<file path="src/rtl/opb_s2p_pkg.sv">
// Shared constants and types for the simulink-to-PPC readback register.
// Latency: n/a (declarations only).
// Backpressure: n/a.
package opb_s2p_pkg;

  // Word index within the slave window (byte offset / 4)
  localparam logic [1:0] OFF_DATA   = 2'd0;
  localparam logic [1:0] OFF_STATUS = 2'd1;
  localparam logic [1:0] OFF_TS     = 2'd2;

  // Status word bit positions
  localparam int NEW_BIT = 0;
  localparam int OVF_BIT = 1;
  localparam int CNT_LSB = 16;

  typedef enum logic [1:0] {IDLE, ACK, WAIT} fsm_state_t;

  // Pack the status fields into the word the PPC sees
  function automatic logic [31:0] status_word(input logic [15:0] cnt,
                                              input logic        ovf,
                                              input logic        nw);
    logic [31:0] w;
    w                 = '0;
    w[CNT_LSB +: 16]  = cnt;
    w[OVF_BIT]        = ovf;
    w[NEW_BIT]        = nw;
    return w;
  endfunction

endpackage

</file>
<file path="src/rtl/opb_slave_ack_fsm.sv">
// OPB slave address decode and single-ack handshake (IDLE -> ACK -> WAIT).
// Latency: hit sampled in cycle N, xfer_ack high in cycle N+1 for one cycle.
// Backpressure: none; WAIT holds off re-acking until the master drops select.
module opb_slave_ack_fsm
  import opb_s2p_pkg::*;
#(
  parameter int                      C_OPB_AWIDTH = 32,
  parameter logic [C_OPB_AWIDTH-1:0] C_BASEADDR   = 32'h01100800,
  parameter logic [C_OPB_AWIDTH-1:0] C_HIGHADDR   = 32'h011008FF
) (
  input  logic                    clk,
  input  logic                    rst,
  input  logic                    select,
  input  logic                    rnw,
  input  logic [0:C_OPB_AWIDTH-1] abus,
  output logic                    load,
  output logic [1:0]              hit_idx,
  output logic [1:0]              word_idx,
  output logic                    xfer_ack,
  output logic                    rd_stb,
  output logic                    wr_stb
);

  fsm_state_t state;
  logic       hit;

  // Address window decode; word index comes from byte-address bits 3:2
  assign hit     = select && (abus >= C_BASEADDR) && (abus <= C_HIGHADDR);
  assign hit_idx = abus[C_OPB_AWIDTH-4:C_OPB_AWIDTH-3];
  assign load    = (state == IDLE) && hit;

  // Strobes qualify the one ack cycle by transfer direction
  assign rd_stb = xfer_ack && rnw;
  assign wr_stb = xfer_ack && !rnw;

  // Handshake FSM with registered ack and latched word index
  always_ff @(posedge clk or posedge rst) begin
    if (rst) begin
      state    <= IDLE;
      word_idx <= '0;
      xfer_ack <= 1'b0;
    end else begin
      case (state)
        IDLE: begin
          if (hit) begin
            state    <= ACK;
            word_idx <= hit_idx;
            xfer_ack <= 1'b1;
          end
        end
        ACK: begin
          state    <= WAIT;
          xfer_ack <= 1'b0;
        end
        WAIT: begin
          if (!select) state <= IDLE;
        end
        default: begin
          state    <= IDLE;
          xfer_ack <= 1'b0;
        end
      endcase
    end
  end

endmodule

</file>
<file path="src/rtl/opb_register_simulink2ppc.sv">
// Captures a fabric word on user_valid and exposes data/status(/timestamp) to the PPC over OPB; OPB_S2P_TIMESTAMP_EN adds the timestamp word.
// Latency: ack one cycle after a hit; read data reflects register state in the hit cycle.
// Backpressure: none; user_valid is accepted every cycle, unread words set the sticky overflow flag.
module opb_register_simulink2ppc
  import opb_s2p_pkg::*;
#(
  parameter logic [31:0]    C_BASEADDR   = 32'h01100800,
  parameter logic [31:0]    C_HIGHADDR   = 32'h011008FF,
  parameter int             C_OPB_AWIDTH = 32,
  parameter int             C_OPB_DWIDTH = 32,
  parameter logic [127:0]   C_FAMILY     = "virtex6"
) (
  input  logic                    OPB_Clk,
  input  logic                    OPB_Rst,
  input  logic [0:C_OPB_AWIDTH-1] OPB_ABus,
  input  logic [0:3]              OPB_BE,
  input  logic [0:C_OPB_DWIDTH-1] OPB_DBus,
  input  logic                    OPB_RNW,
  input  logic                    OPB_select,
  input  logic                    OPB_seqAddr,
  output logic [0:C_OPB_DWIDTH-1] Sl_DBus,
  output logic                    Sl_errAck,
  output logic                    Sl_retry,
  output logic                    Sl_toutSup,
  output logic                    Sl_xferAck,
  input  logic [31:0]             user_data_in,
  input  logic                    user_valid
);

  logic        load, rd_stb, wr_stb;
  logic [1:0]  hit_idx, word_idx;
  logic [31:0] data_reg, dbus_hold, rd_word;
  logic        new_flag, ovf_flag;
  logic [15:0] capture_count;
  logic        clr_new, clr_ovf;
  logic        unused_ok;

  opb_slave_ack_fsm #(
    .C_OPB_AWIDTH (C_OPB_AWIDTH),
    .C_BASEADDR   (C_BASEADDR),
    .C_HIGHADDR   (C_HIGHADDR)
  ) u_fsm (
    .clk      (OPB_Clk),
    .rst      (OPB_Rst),
    .select   (OPB_select),
    .rnw      (OPB_RNW),
    .abus     (OPB_ABus),
    .load     (load),
    .hit_idx  (hit_idx),
    .word_idx (word_idx),
    .xfer_ack (Sl_xferAck),
    .rd_stb   (rd_stb),
    .wr_stb   (wr_stb)
  );

  assign Sl_errAck  = 1'b0;
  assign Sl_retry   = 1'b0;
  assign Sl_toutSup = 1'b0;

  // Byte enables, burst hint, family string and unused write bits have no effect
  assign unused_ok = ^{OPB_BE, OPB_seqAddr, OPB_DBus[0:C_OPB_DWIDTH-3],
                       OPB_DBus[C_OPB_DWIDTH-1], C_FAMILY};

  // Side effects land in the ack cycle, using the index latched at the hit
  assign clr_new = rd_stb && (word_idx == OFF_DATA);
  assign clr_ovf = wr_stb && (word_idx == OFF_STATUS) && OPB_DBus[C_OPB_DWIDTH-2];

`ifdef OPB_S2P_TIMESTAMP_EN
  logic [31:0] cycle_cnt, ts_reg;

  // Free-running cycle counter, latched alongside every captured word
  always_ff @(posedge OPB_Clk or posedge OPB_Rst) begin
    if (OPB_Rst) begin
      cycle_cnt <= '0;
      ts_reg    <= '0;
    end else begin
      cycle_cnt <= cycle_cnt + 32'd1;
      if (user_valid) ts_reg <= cycle_cnt;
    end
  end
`endif

  // Read mux selected by the address presented in the hit cycle
  always_comb begin
    rd_word = '0;
    case (hit_idx)
      OFF_DATA:   rd_word = data_reg;
      OFF_STATUS: rd_word = status_word(capture_count, ovf_flag, new_flag);
`ifdef OPB_S2P_TIMESTAMP_EN
      OFF_TS:     rd_word = ts_reg;
`endif
      default:    rd_word = '0;
    endcase
  end

  // Hold the read word from the hit cycle so a same-cycle capture is not seen
  always_ff @(posedge OPB_Clk or posedge OPB_Rst) begin
    if (OPB_Rst) dbus_hold <= '0;
    else if (load) dbus_hold <= rd_word;
  end

  // Drive the bus only while acking a read so slaves can be ORed
  assign Sl_DBus = rd_stb ? dbus_hold : '0;

  // Capture path and flag updates; a capture beats a clear of the same flag
  always_ff @(posedge OPB_Clk or posedge OPB_Rst) begin
    if (OPB_Rst) begin
      data_reg      <= '0;
      new_flag      <= 1'b0;
      ovf_flag      <= 1'b0;
      capture_count <= '0;
    end else begin
      if (clr_ovf) ovf_flag <= 1'b0;
      if (user_valid) begin
        data_reg      <= user_data_in;
        new_flag      <= 1'b1;
        capture_count <= capture_count + 16'd1;
        if (new_flag && !clr_new) ovf_flag <= 1'b1;
      end else if (clr_new) begin
        new_flag <= 1'b0;
      end
    end
  end

endmodule

</file>
<file path="config.mk">
export PLATFORM = sky130hd
export DESIGN_NAME = opb_register_simulink2ppc
export DESIGN_NICKNAME = d
export VERILOG_FILES = /design/src/rtl/opb_s2p_pkg.sv /design/src/rtl/opb_slave_ack_fsm.sv /design/src/rtl/opb_register_simulink2ppc.sv
export SDC_FILE = /design/constraint.sdc
export NUM_CORES = 1
export LEC_CHECK = 0
export CORE_UTILIZATION = 48
export CTS_BUF_LIST = sky130_fd_sc_hd__clkbuf_8 sky130_fd_sc_hd__clkbuf_16
export CTS_CLUSTER_SIZE = 12
export DETAILED_ROUTE_END_ITERATION = 8
export PLACE_DENSITY = 0.85
export REMOVE_ABC_BUFFERS = 1
export SYNTH_ARGS = -nofsm -noshare
export SYNTH_HDL_FRONTEND = slang
export SYNTH_HIERARCHICAL = 1
export SYNTH_SLANG_ARGS = --single-unit
</file>
<file path="constraint.sdc">
create_clock -name OPB_Clk -period 5.2 [get_ports OPB_Clk]
set_clock_uncertainty 0.15 [all_clocks]
set_input_delay 1.56 -clock OPB_Clk [delete_from_list [all_inputs] [get_ports OPB_Clk]]
set_output_delay 1.56 -clock OPB_Clk [all_outputs]
set_load 0.1 [all_outputs]
</file>
==> results.md, run 1 <==
- Status: finished, final reports clean
- Critical path arrival: 2920 ps
- Top cell type's share of synthesized area: 55.2%
- Largest net degree at the start of global routing: 56
- Die area: 8580 µm²
- Final Hold Viols: 0
- Seq/Total Area, Yosys: 55.2%
- Maxcap violations: 0
- Power Density: 284 nW/µm²
- Synth warn: 6
- 1st-pass router iterations: 4
- Total number of vias: 2758
- Worst slew pin tran: 987 ps
- CTS tree: yes
- Critical path endpoint category: output port
- Die Ht: 92.6 µm
- Distinct cells, synth: 34
- Post-Route WL: 8310 µm
- # IOs: 142
- Nets: 541
- Initial Util: 50.2%
- Minimum clock period: 4630 ps
- DP HPWL: 5740 µm
- Total grt overflow: 0
- Postcts setup bufs: 0
- Fmax: 0.216 GHz
- CTS max path bufs: 2
- Hold crit path type: flip-flop to flip-flop
- ANT nets after route: 0
- Cts bufs inserted: 9
- Initial DRC count: 115
- Die Wd: 92.6 µm
- Num rows: 32
- Setup TNS: 0 ps
- CP Data Required Time: 3490 ps
- H-tree depth: 3
- Final slew viol count: 0
- Crit share post-route: 89.1%
- Gr usage total: 21.4%
- Startpoint Class: input port
- Clock root buffer master: clkbuf_8
- Yosys reg bits: 87
- Placer Congestion: 0.744
- IO Port Bufs: 96
- R2R setup slack: 2600 ps
- Largest cells by area after synthesis: dfrtp_1 55%, mux2_2 9.4%, and2_1 5.2%
- Worst vdd ir: 164 µV
- Vias per cell: 5.10
- Leakage: 0.00256 µW
- Leading area contributor after synthesis: dfrtp_1
- Final WS setup: 569 ps
- CTS clk-pin slew, worst paths: 90 ps
- Post-route cell area: 5550 µm²
- CTS Sinks: 87
- First-pass GRT wire length: 14100 µm
- Syn_area_per_cell: 11.6 µm²
- Pre-CTS setup slack: 583 ps
- RSZ-0062 raised after global routing: false
- DRC Markers: 0
- Cts hold-fix bufs: 0
- Total Power: 1580 µW
- Kind of critical path: input port to output port
- Routed len/inst: 15.4 µm
- Post-CTS sizing: 0
- Core ar.: 7850 µm²
- Post-Syn Area: 3940 µm²
- Cells after Synth: 341
- # setup viols final: 0
- DP Area: 5280 µm²
- Syn-to-layout area delta: 40.8%
- Worst rel slew slack: 34.0%
- Critical Path Fanout Max: 33
- Vias in the first global route: 2959
- R2R cell count: 6
- Layout cells sized above 1: 23.0%
- Later-pin clock latency in the skew report: 340 ps
- Worst hold path stage count: 1
- Initial antenna violation count: 0
- N_diodes: 0
## worst max-delay path, cell delays in order
cell             delay [ps]
clkdlybuf4s50_1         480
and2_1                  130
buf_4                   290
and2_1                  260
buf_12                  190
## kinds of logic (layout without fill, tap and decap cells)
| family | after synthesis | after routing | share of synthesized area, % |
|---|---|---|---|
| XOR/XNOR | 15 | 15 | 3.33 |
| AO/OA/AOI/OAI | 36 | 36 | 5.43 |
| multiplexers | 53 | 53 | 14.8 |
| other | 1 | 3 | 0.0951 |
| AND/OR/NAND/NOR | 90 | 90 | 14.5 |
| buffers and inverters | 58 | 154 | 6.35 |
| flip-flops | 87 | 87 | 55.2 |
| adder cells (fa/ha/maj) | 1 | 1 | 0.317 |
## routing by layer
| metal | wire (µm) | part of all wire (%) | vias up | global-route usage (%) |
|---|---|---|---|---|
| li1 | - | - | 1323 | - |
| met1 | 3510 | 42 | 1351 | 26.1 |
| met2 | 4400 | 53 | 68 | 37.5 |
| met3 | 256 | 3.1 | 16 | 3.12 |
| met4 | 150 | 1.8 | 0 | 9.62 |
| met5 | 0 | 0 | - | 0 |
## placed cells by master (no fill, tap or decap), drive strengths merged, types with 15 or more instances in the layout
cell type	instances
o22ai	18
o21ai	15
buf	38
and2	33
mux2i	18
dfrtp	87
nand2	20
mux2	35
clkdlybuf4s50	63
inv	37
## synth_stat cells (all sizes together)
master,n
nand2,20
nor2b,1
conb,1
a32o,1
nand4,7
nand2b,1
and2,33
nor4b,1
a21o,2
buf,14
nor3,6
xnor2,5
ha,1
mux2,35
nand3,5
dfrtp,87
clkbuf,7
o21ai,15
o22ai,18
inv,37
nor4,8
xor2,10
nand4b,1
nor2,6
mux2i,18
nor3b,1
## stage by stage
stage               hold WS [ps]  std cells  util (%)
finish                       324        541      70.7
global route                 339        541      70.7
CTS                          325        541      70.7
detailed placement           313        525      67.3
global placement             304        525      67.3
floorplan                    291        322         -
## final cells by class
class / count / area (µm²)
Timing Repair Buffer: 101 / 1310
Clock buffer: 10 / 138
Tap cell: 102 / 128
Inverter: 37 / 140
Sequential cell: 87 / 2180
Clock inverter: 6 / 133
Fill cell: 571 / 2300
Multi-Input combinational cell: 198 / 1520
## power by group
group	switching, µW	total, µW	internal, µW
registers	57.3	785	727
logic	76.2	181	105
clock network	232	612	380
total	365	1580	1210
## worst paths after layout
check	start	end
hold reg to reg	capture_count[15]	capture_count[15]
min in group asynchronous	OPB_Rst	u_fsm/state[0]
hold / removal	capture_count[15]	capture_count[15]
setup / recovery	OPB_RNW	Sl_DBus[26]
max in group asynchronous	OPB_Rst	dbus_hold[22]
setup reg to reg	u_fsm/state[1]	dbus_hold[24]
No activity file was read; power rests on OpenSTA's default activity.
==> run 2, diff against run 1 <==
--- a/config.mk
+++ b/config.mk
@@ -9,8 +9,10 @@
 export CTS_BUF_LIST = sky130_fd_sc_hd__clkbuf_8 sky130_fd_sc_hd__clkbuf_16
 export CTS_CLUSTER_SIZE = 12
 export DETAILED_ROUTE_END_ITERATION = 8
-export PLACE_DENSITY = 0.85
+export PLACE_DENSITY = 0.91
 export REMOVE_ABC_BUFFERS = 1
+export SETUP_SLACK_MARGIN = 0.2
+export SLEW_MARGIN = 10
 export SYNTH_ARGS = -nofsm -noshare
 export SYNTH_HDL_FRONTEND = slang
 export SYNTH_HIERARCHICAL = 1
==> run 2 against run 1 <==
Non-clock buffer count shrank 1. Wire length shrank 0.52%. Total power shrank 7.3%. Count of clock-buffer cells in the layout shrank 1. First-iteration DRC count grew 24%. Global-route usage shrank 0.74 points. Core utilization shrank 0.86 points. Final cell count shrank 0.37%. Via count shrank 0.11%. Combinational power is essentially flat. Hold slack gained 5.2 ps. Clock power shrank 19%.
==> results.md, run 2 (synthesized netlist as in run 1, its figures left out) <==
- Gr usage total: 20.6%
- Cts bufs inserted: 9
- Syn-to-layout area delta: 39.1%
- CTS max path bufs: 2
- Worst hold path stage count: 1
- Nets: 540
- Clock root buffer master: clkbuf_8
- Minimum clock period: 4580 ps
- Die Wd: 92.6 µm
- First-pass GRT wire length: 13700 µm
- RSZ-0062 raised after global routing: false
- Final Hold Viols: 0
- Startpoint Class: input port
- Routed len/inst: 15.3 µm
- Hold crit path type: flip-flop to flip-flop
- Worst Setup SP: OPB_RNW
- CP bufs+invs: 3
- Slowest cell delay on critical path: 470 ps
- Setup TNS: 0 ps
- Critical path arrival: 2870 ps
- CP Data Required Time: 3490 ps
- Die Ht: 92.6 µm
- Worst vdd ir: 187 µV
- Vias per cell: 5.11
- Final slew viol count: 0
- Vias in the first global route: 2866
- IO Port Bufs: 96
- Slowest cell on crit path: clkdlybuf4s50_1
- Postcts setup bufs: 0
- Hold Crit Start: capture_count[15]
- DP HPWL: 5720 µm
- # IOs: 142
- Status: finished, final reports clean
- Largest net degree at the start of global routing: 57
- ANT nets after route: 0
- Maxcap violations: 0
- DP Area: 5270 µm²
- R2R cell count: 6
- Core ar.: 7850 µm²
- Num rows: 32
- Cts hold-fix bufs: 0
- CTS clk-pin slew, worst paths: 80 ps
- CP most frequent cell: and2_1
- Worst rel slew slack: 35.3%
- Most common cell after layout, fill and taps aside: dfrtp_1
- Layout cells sized above 1: 22.9%
- Worst reg2reg path endpoint: dbus_hold[27]
- Critical path endpoint category: output port
- Fmax: 0.218 GHz
- WP depth: 5
- Post-Route WL: 8270 µm
- Die area: 8580 µm²
- CTS tree: yes
- Worst slew pin tran: 968 ps
- Post-route cell area: 5480 µm²
- CTS Sinks: 87
- DRC Markers: 0
- Crit share post-route: 88.1%
- R2R setup slack: 2590 ps
- Kind of critical path: input port to output port
- Critical Path Fanout Max: 33
- Placer Congestion: 0.741
- RR Startpoint: u_fsm/state[1]
- Initial antenna violation count: 0
- 1st-pass router iterations: 4
- Total number of vias: 2755
- Power Density: 267 nW/µm²
- H-tree depth: 3
- # setup viols final: 0
- Worst setup path end: Sl_DBus[4]
- N_diodes: 0
- Later-pin clock latency in the skew report: 340 ps
- Initial DRC count: 143
- Initial Util: 50.2%
- Leakage: 0.00253 µW
- Post-CTS sizing: 0
- Critical path's top delay family: buffers and inverters
- Most frequent cells in the layout: 87 x dfrtp_1, 63 x clkdlybuf4s50_1, 36 x inv_1
- Total grt overflow: 0
- Cells along the critical path: clkdlybuf4s50_1, and2_1, buf_4, and2_1, buf_12
## run 2: how the worst min path moves through the flow
| stage | to | slack (ps) |
|---|---|---|
| floorplan | capture_count[15] | 290 |
| global placement | dbus_hold[6] | 300 |
| CTS | capture_count[15] | 330 |
| global route | dbus_hold[12] | 360 |
| detailed placement | dbus_hold[15] | 310 |
| finish | capture_count[15] | 330 |
## run 2: final cells by class
class	count	area [µm²]
clock buffer	9	124
fill	545	2360
timing repair buffer	100	1310
clock inverter	6	86.3
tap	102	128
sequential	87	2180
multi-input combinational	198	1520
inverter	37	140
## run 2: metrics by stage
stage | cells | util [%] | total power (µW) | worst slack [ps] | hold slack, ps
floorplan | 322 | - | 892 | 676 | 291
global placement | 524 | 67.2 | 968 | 621 | 304
detailed placement | 524 | 67.2 | 981 | 599 | 315
CTS | 539 | 69.9 | 1480 | 599 | 329
global route | 539 | 69.9 | 1520 | 529 | 358
finish | 539 | 69.9 | 1460 | 618 | 329
## run 2: power breakdown
part,total [µW],switching (µW),internal (µW)
registers,785,58.1,727
clock network,497,230,267
logic,180,75.0,105
total,1460,363,1100
## run 2: routing by layer
metal	wire length (µm)	GRT usage, %
met1	3390	25.0
met5	0	0
met4	95	6.79
met2	4490	37.6
met3	291	2.96
==> run 3, diff against run 2 <==
--- a/config.mk
+++ b/config.mk
@@ -5,11 +5,11 @@
 export SDC_FILE = /design/constraint.sdc
 export NUM_CORES = 1
 export LEC_CHECK = 0
-export CORE_UTILIZATION = 48
+export CORE_UTILIZATION = 41
 export CTS_BUF_LIST = sky130_fd_sc_hd__clkbuf_8 sky130_fd_sc_hd__clkbuf_16
 export CTS_CLUSTER_SIZE = 12
 export DETAILED_ROUTE_END_ITERATION = 8
-export PLACE_DENSITY = 0.91
+export PLACE_DENSITY = 0.83
 export REMOVE_ABC_BUFFERS = 1
 export SETUP_SLACK_MARGIN = 0.2
 export SLEW_MARGIN = 10
==> constraint.sdc (replaced) <==
create_clock -name OPB_Clk -period 3.86 [get_ports OPB_Clk]
set_clock_uncertainty 0.15 [all_clocks]
set_input_delay 1.158 -clock OPB_Clk [delete_from_list [all_inputs] [get_ports OPB_Clk]]
set_output_delay 1.158 -clock OPB_Clk [all_outputs]
set_load 0.1 [all_outputs]
==> run 3 against run 2 <==
Via count rose by 3.3%. Global-route usage fell by 1.2 points. Register-to-register slack got worse by 1100 ps. Critical path type unchanged. Core utilization fell by 8.1 points. Non-clock buffer count rose by 9. Wire length rose by 9.7%. Hold slack improved by 4.0 ps. Flip-flop and latch count did not move. Count of clock-buffer cells in the layout rose by 1. Sequential share of layout area fell by 1.7 points.
==> results.md, run 3 (synthesized netlist as in run 1, its figures left out) <==
- Die area: 10000 µm²
- FF+latch area: 2180 µm²
- Worst rel slew slack: 44.7%
- GR Util met2: 32.6%
- Most frequent cells in the layout: 87 x dfrtp_1, 61 x clkdlybuf4s50_1, 36 x inv_1
- CTS tree: yes
- CP Data Required Time: 2550 ps
- Fmax: 0.286 GHz
- Initial Util: 42.5%
- Met3 Resource Use GR: 3.76%
- IO Port Bufs: 96
- DP Area: 5350 µm²
- Slowest cell delay on critical path: 250 ps
- CTS max path bufs: 2
- Cells along the critical path: dlygate4sd2_1, and2_4, buf_4, buf_12, and2_1, buf_12
- Initial antenna violation count: 0
- Most common cell after layout, fill and taps aside: dfrtp_1
- H-tree depth: 3
- Maxcap violations: 0
- # IOs: 142
- First-pass GRT wire length: 14800 µm
- Core ar.: 9280 µm²
- Worst slew pin tran: 830 ps
- DRC Markers: 0
- N_diodes: 0
- Pre-CTS setup slack: 144 ps
- Slowest cell on crit path: dlygate4sd2_1
- Cts hold-fix bufs: 0
- Post-Route WL: 9070 µm
- Worst vdd ir: 189 µV
- DP HPWL: 5800 µm
- Routed len/inst: 15.8 µm
- Critical path arrival: 2180 ps
- CTS clk-pin slew, worst paths: 90 ps
- Die Wd: 100 µm
- Syn-to-layout area delta: 45.5%
- Leakage: 0.00264 µW
- Clock root buffer master: clkbuf_8
- Gr busiest metal: met2
- Hold crit path type: flip-flop to flip-flop
- Kind of critical path: input port to output port
- Num rows: 35
- Die Ht: 100 µm
- Status: finished, final reports clean
- Nets: 549
- Initial DRC count: 60
- Met1 GRT Util: 24.5%
- Total grt overflow: 0
- Total number of vias: 2845
- ANT nets after route: 0
- Later-pin clock latency in the skew report: 340 ps
- CP bufs+invs: 4
- Area of the multi-input gates: 1590 µm²
- Final WS setup: 367 ps
- Final Hold Viols: 0
- CP most frequent cell: buf_12
- Vias in the first global route: 2945
- Final slew viol count: 0
- Gr usage total: 19.4%
- CTS Sinks: 87
- Worst hold slack: 333 ps
- Critical Path Fanout Max: 5
- Vias per cell: 4.95
- Fill cells: 746
- # setup viols final: 0
- Layout cells sized above 1: 30.9%
- Placer Congestion: 0.736
- Post-route cell area: 5740 µm²
- RSZ-0062 raised after global routing: false
- Power Density: 327 nW/µm²
- 1st-pass router iterations: 4
- Cts bufs inserted: 9
- Minimum clock period: 3490 ps
- Critical path's top delay family: buffers and inverters
- Startpoint Class: input port
- Final core occ: 61.8%
- Largest net degree at the start of global routing: 49
- Critical path endpoint category: output port
- Setup TNS: 0 ps
- Crit share post-route: 90.5%
## run 3: cell types whose count changed in the layout (fill, tap and decap cells not counted)
cell / previous run / this run
clkinv_4: 1 / 2
buf_4: 4 / 7
and2_1: 33 / 5
and2_4: 0 / 28
bufinv_16: 2 / 0
bufbuf_16: 0 / 1
clkbuf_8: 9 / 10
dlygate4sd2_1: 0 / 1
clkdlybuf4s50_1: 63 / 61
buf_16: 0 / 3
buf_12: 32 / 35
## run 3: stage by stage
stage	cells	total power, µW
6_report	575	1870
5_1_grt	575	1970
4_1_cts	575	1890
3_5_place_dp	554	1330
3_3_place_gp	554	1310
2_1_floorplan	322	1200
## run 3: per-layer routing
layer	share of wire, %	routed length (µm)
met1	43	3940
met2	50	4560
met3	4.1	373
met4	2.3	205
met5	0	0
## run 3: worst reg2reg max path: stages (launching register included)
cell and delay [ps]:
dfrtp_1 420, nor4_2 320, nand4_2 180, nor3_4 370
nand2b_1 530, o22ai_1 300
## run 3: area by class of cell
type	count	share of cell area, %
tap	129	2.81
clock inverter	5	0.611
inverter	37	2.44
timing repair buffer	109	26.0
clock buffer	10	2.40
multi-input combinational	198	27.8
sequential	87	37.9
## run 3: path summary, 6_finish.rpt
check                                from           endpoint  slack [ps]  depth (start not counted)
max in group asynchronous         OPB_Rst      dbus_hold[24]        1810                          3
min reg2reg                  data_reg[14]      dbus_hold[14]         330                          2
min                          data_reg[14]      dbus_hold[14]         330                          2
max reg2reg                u_fsm/state[1]      dbus_hold[18]        1490                          5
min in group asynchronous         OPB_Rst  u_fsm/word_idx[1]         930                          2
max                               OPB_RNW        Sl_DBus[31]         370                          6
## run 3: report_power, final
part	total (µW)	switching, µW	internal (µW)	leakage, µW
combinational	248	105	143	0.00160
sequential	1060	78.3	980	0.000943
clock	568	320	248	0.0000881
total	1870	503	1370	0.00264
## run 3: repair_timing
item / 4_1_cts / 5_1_grt
hold endpoints to repair: 0 / 0
setup endpoints to repair: 32 / 0
setup buffers: 2 / 0
gates resized for setup: 33 / 0
